<file path="src/rtl/uart_ascii_sender.sv">
// rtl/uart_ascii_sender.sv - formats a reading as "<tag>:<digits>\r\n" and pushes it into the UART TX FIFO
module uart_ascii_sender #(
  parameter int DATA_W        = 14,
  parameter int NUM_DIGITS    = 5,
  parameter int SUPPRESS_ZERO = 1
) (
  input  logic              clk,
  input  logic              rst,
  input  logic              start,
  input  logic [7:0]        tag,
  input  logic [DATA_W-1:0] value,
  input  logic              tx_full,
  output logic              tx_push,
  output logic [7:0]        tx_push_data,
  output logic              busy,
  output logic              done
);

  localparam int BCD_W = 4 * NUM_DIGITS;
  localparam int PTR_W = (NUM_DIGITS > 1) ? $clog2(NUM_DIGITS) : 1;
  localparam int CNT_W = $clog2(DATA_W + 1);
  localparam logic [CNT_W-1:0] CONV_LAST = CNT_W'(DATA_W - 1);
  localparam logic [PTR_W-1:0] PTR_TOP   = PTR_W'(NUM_DIGITS - 1);

  typedef enum logic [2:0] {
    S_IDLE, S_CONV, S_TAG, S_SEP, S_DIG, S_CR, S_LF
  } state_t;

  state_t            state_q, state_d;
  logic [7:0]        tag_q;
  logic [DATA_W-1:0] shreg_q;
  logic [BCD_W-1:0]  bcd_q;
  logic [CNT_W-1:0]  cnt_q;
  logic [PTR_W-1:0]  ptr_q;
  logic              done_q;

  logic [BCD_W-1:0]  bcd_adj;
  logic [BCD_W-1:0]  bcd_shift;
  logic [PTR_W-1:0]  lead_ptr;
  logic [3:0]        cur_digit;
  logic              in_send;

  // Double-dabble step: correct nibbles >= 5, then shift in the next binary bit.
  always_comb begin
    bcd_adj = bcd_q;
    for (int i = 0; i < NUM_DIGITS; i++) begin
      if (bcd_q[4*i +: 4] >= 4'd5) begin
        bcd_adj[4*i +: 4] = bcd_q[4*i +: 4] + 4'd3;
      end
    end
    bcd_shift = {bcd_adj[BCD_W-2:0], shreg_q[DATA_W-1]};
  end

  // Most-significant non-zero digit of the final BCD result (digit 0 when all zero).
  always_comb begin
    lead_ptr = '0;
    for (int i = 0; i < NUM_DIGITS; i++) begin
      if (bcd_shift[4*i +: 4] != 4'd0) begin
        lead_ptr = PTR_W'(i);
      end
    end
  end

  // Select the digit currently addressed by the send pointer.
  always_comb begin
    cur_digit = 4'd0;
    for (int i = 0; i < NUM_DIGITS; i++) begin
      if (ptr_q == PTR_W'(i)) begin
        cur_digit = bcd_q[4*i +: 4];
      end
    end
  end

  // Next state and push outputs; send states advance only on an accepted push.
  always_comb begin
    state_d      = state_q;
    in_send      = 1'b0;
    tx_push_data = 8'h00;
    case (state_q)
      S_IDLE: if (start) state_d = S_CONV;
      S_CONV: if (cnt_q == CONV_LAST) state_d = S_TAG;
      S_TAG:  begin in_send = 1'b1; tx_push_data = tag_q;                    end
      S_SEP:  begin in_send = 1'b1; tx_push_data = 8'h3A;                    end
      S_DIG:  begin in_send = 1'b1; tx_push_data = 8'h30 + {4'h0, cur_digit}; end
      S_CR:   begin in_send = 1'b1; tx_push_data = 8'h0D;                    end
      S_LF:   begin in_send = 1'b1; tx_push_data = 8'h0A;                    end
      default: state_d = S_IDLE;
    endcase
    // Gated by rst so the cycle that aborts a frame cannot slip one more byte in.
    tx_push = in_send & ~tx_full & rst;
    if (tx_push) begin
      case (state_q)
        S_TAG:   state_d = S_SEP;
        S_SEP:   state_d = S_DIG;
        S_DIG:   if (ptr_q == '0) state_d = S_CR;
        S_CR:    state_d = S_LF;
        S_LF:    state_d = S_IDLE;
        default: state_d = state_q;
      endcase
    end
  end

  // State register.
  always_ff @(posedge clk) begin
    if (!rst) state_q <= S_IDLE;
    else      state_q <= state_d;
  end

  // Datapath: latch request, run the conversion, walk the digit pointer, flag completion.
  always_ff @(posedge clk) begin
    if (!rst) begin
      tag_q   <= '0;
      shreg_q <= '0;
      bcd_q   <= '0;
      cnt_q   <= '0;
      ptr_q   <= '0;
      done_q  <= 1'b0;
    end else begin
      done_q <= (state_q == S_LF) && tx_push;
      case (state_q)
        S_IDLE: begin
          if (start) begin
            tag_q   <= tag;
            shreg_q <= value;
            bcd_q   <= '0;
            cnt_q   <= '0;
          end
        end
        S_CONV: begin
          bcd_q   <= bcd_shift;
          shreg_q <= {shreg_q[DATA_W-2:0], 1'b0};
          cnt_q   <= cnt_q + 1'b1;
          if (cnt_q == CONV_LAST) begin
            ptr_q <= (SUPPRESS_ZERO != 0) ? lead_ptr : PTR_TOP;
          end
        end
        S_DIG: begin
          if (tx_push && (ptr_q != '0)) ptr_q <= ptr_q - 1'b1;
        end
        default: ;
      endcase
    end
  end

  assign busy = (state_q != S_IDLE);
  assign done = done_q;

endmodule
</file>
<file path="config.mk">
export PLATFORM = sky130hd
export DESIGN_NAME = uart_ascii_sender
export DESIGN_NICKNAME = d
export VERILOG_FILES = /design/src/rtl/uart_ascii_sender.sv
export SDC_FILE = /design/constraint.sdc
export NUM_CORES = 1
export LEC_CHECK = 0
export ABC_AREA = 1
export CORE_MARGIN = 5
export CORE_UTILIZATION = 50
export DETAILED_ROUTE_END_ITERATION = 8
export GPL_TIMING_DRIVEN = 0
export PLACE_DENSITY = 0.84
export SYNTH_ARGS = -nofsm -noshare
export SYNTH_HDL_FRONTEND = slang
export SYNTH_SLANG_ARGS = --single-unit
</file>
<file path="constraint.sdc">
create_clock -name clk -period 1.7 [get_ports clk]
set_input_delay 0.425 -clock clk [delete_from_list [all_inputs] [get_ports clk]]
set_output_delay 0.425 -clock clk [all_outputs]
set_load 0.05 [all_outputs]
</file>
==> metrics <==
Hold Crit Depth=2; Seq pwr share=between 50 and 60%; critical path's slowest cell=dfxtp_4; met3 usage=3.26%; status=finished with violations; sequential cell area=1100 µm²; Clock Tree Buf Depth=2; Power Internal=~1.8 mW; Most Used Layer, Global Route=met2; die area=approximately 7900 µm²; Clk pwr share=31.0%; GPL Wtd Cong=0.883; number of global-route vias before repair=3223; Rows=28; setup violators final=14; startpoint of the worst hold path=tag_q[0]; synthesized area per cell=6.69 µm²; failing checks=setup timing; max_cap viols=0; Gate power share=18.4%; FILL cells=380; CTS root buffer=clkbuf_8; boundary pin count=37; switching power=0.796 mW; Worst Path Max Fanout=4; number of library cell types mapped by synthesis=32; Post-CTS Hold Buffers=0; post-detail-place hpwl=5.98 mm; number of warnings issued by yosys=0; IO Port Bufs=36; Nets=597; core area=between 5000 and 6000 µm²; worst rel slew slack=60.1%; drc violations=0; critical path arrival=roughly 1.9 ns; Die X=slightly below 90 µm; leakage=slightly below 2 nW; RSZ-0062 raised after global routing=yes; drt first pass iters=7; layout cells sized above 1=34.2%; crit path time final=2.33 ns; CP required=1.27 ns; Worst Hold Class=register to register; most frequent cells in the layout=105 x nand2_1, 37 x dfxtp_1, 36 x a21oi_1; Setup Skew=0.0117 ns; Initial Util=around half; GR Util met1=29.7%; clock latency at the later pin of the worst-skew pair=roughly 0.32 ns; Worst path max stage delay=~0.40 ns; fin crit share=137%; CTS tree=done; Post-synth ARST share=0%; grt met2 use=39.2%; largest net degree at the start of global routing=20; Critical R2R Launch=state_q[0]; PwrDens=around 570 nW/µm²; DR WL/cell=17.4 µm; htree depth=2; CP startpoint kind=register; worst setup margin=-0.630 ns; CTS Buf Count=5; critical path type=register to output port; global-route wire length before repair=14.5 mm; Final Hold Viols=0; Highest Clock Rate=0.429 GHz; depth of the worst register-to-register path=10; VDD IR max=roughly 0.00075 V; Yosys top cell by area=dfxtp_1; Multi-input gate area=2100 µm²; global route overflow=0; Antenna Nets Post-Route=0; GRT Overall Usage=23.1%; post-synth net total=506; top cells by area, synth=dfxtp_1 34%, nand2_1 15%, a21oi_1 7.3%, o21ai_0 7.3%, ha_1 6.9%; most common cell after layout, fill and taps aside=nand2_1; Final Max Slew Viols=0; Reg clk slew, reported paths=roughly 0.11 ns; Worst Setup SP=ptr_q[1]; Syn Inst Count=463; ant diodes=0; initial antenna violation count=0; crit-path cells=inv_4, ha_4, nand2_4, nor3_1, o22ai_1, a21oi_1, o21ai_1, nand2_2, buf_8; number of flops mapped to enable cells by yosys=0; DIE HEIGHT=88.7 µm; Routed WL=11.0 mm; WHS=0.469 ns; Worst Setup End Kind=output port; TNS Setup=-4.12 ns; DR vias/cell=roughly 5.9; Layout Area Growth over Synthesis=47.8%; Mapped Area=3100 µm²; clk sinks=53; Least-Margin Pin Slew=around 0.60 ns; Seq/Total Area, Yosys=~34%; initial DRC count=469; via count=3745; switching share of power=30.4%; FF+latch count, synth=53; prevailing post-synth register cell=dfxtp_1; post-synth top area share=34.3%
==> registers in the layout, indices dropped and copies added, names as in the netlist <==
name and cells:
ptr_q 3, bcd_q 20, done 1, tag_q 8, state_q 3, cnt_q 4, shreg_q 14
==> area by class of cell <==
class                           count  share of cell area (%)
Clock inverter                      3                   0.629
Clock buffer                        5                    1.50
Tap cell                           75                    2.05
Timing Repair Buffer               84                    18.0
Buffer                             16                    2.32
Inverter                           58                    5.58
Multi-Input combinational cell    336                    45.9
Sequential cell                    53                    24.0
==> power by group through the flow <==
stage               clock [mW]  combinational, mW  sequential [mW]
floorplan                    0              0.207             1.35
global placement             0              0.325             1.35
detailed placement           0              0.336             1.36
CTS                      0.781              0.365             1.32
global route             0.838              0.515             1.33
finish                   0.813              0.482             1.32
==> final timing paths <==
| path | to | slack, ns |
|---|---|---|
| max reg2reg | ptr_q[2] | -0.12 |
| min | tag_q[0] | 0.47 |
| min reg2reg | tag_q[0] | 0.47 |
| max | tx_push_data[3] | -0.63 |
==> logic make-up (layout without fill, tap and decap cells) <==
kind of cell    after synthesis  in the layout  share of synthesized area [%]
xor+xnor                      4              4                           1.13
compound gates              120            120                           20.9
buf+inv                      74            166                           10.2
flops                        53             53                           34.3
simple gates                195            195                           26.6
fa+ha+maj                    17             17                           6.87
==> through the flow <==
stage / util [%] / instance area [µm²] / setup slack (ns) / total power, mW / std cells
finish: 76.8 / 4580 / -0.630 / 2.62 / 630
floorplan: - / 3190 / -0.258 / 1.55 / 463
CTS: 67.4 / 4020 / -0.518 / 2.47 / 600
global route: 76.8 / 4580 / -0.657 / 2.68 / 630
detailed placement: 61.2 / 3640 / -1.18 / 1.69 / 574
global placement: 61.2 / 3640 / -1.17 / 1.68 / 574
==> per-layer routing <==
metal	share of wire (%)	wire (µm)
met1	37	4050
met2	50	5520
met3	8.2	899
met4	4.6	502
met5	0	0
==> critical path: cells and delay by family, from the launching register on <==
family / cells / cell delay, ns
flip-flops: 1 / 0.40
adder cells (fa/ha/maj): 1 / 0.15
AND/OR/NAND/NOR: 3 / 0.41
AO/OA/AOI/OAI: 3 / 0.39
buffers and inverters: 2 / 0.22
==> synth_stat cells, types with 2 or more instances <==
| library cell | count |
|---|---|
| inv_1 | 51 |
| nor2_1 | 28 |
| a21oi_1 | 45 |
| o22ai_1 | 5 |
| buf_2 | 3 |
| o21ai_0 | 45 |
| buf_1 | 2 |
| nand2_1 | 126 |
| a31oi_1 | 16 |
| nor2_2 | 2 |
| inv_2 | 6 |
| buf_6 | 4 |
| o21ai_1 | 2 |
| o211ai_1 | 3 |
| nor3_1 | 2 |
| ha_1 | 17 |
| nand3_1 | 25 |
| clkbuf_1 | 6 |
| dfxtp_1 | 53 |
| nand4_1 | 7 |
| xor2_1 | 4 |
==> what timing repair did <==
item / 4_1_cts / 5_1_grt
resized for setup: 117 / 110
pin swaps: 14 / 34
buffers inserted: 20 / 30
endpoints found under the setup margin: 14 / 45
cloned: 0 / 2
Note: power is estimated with default switching activity, not from simulation.
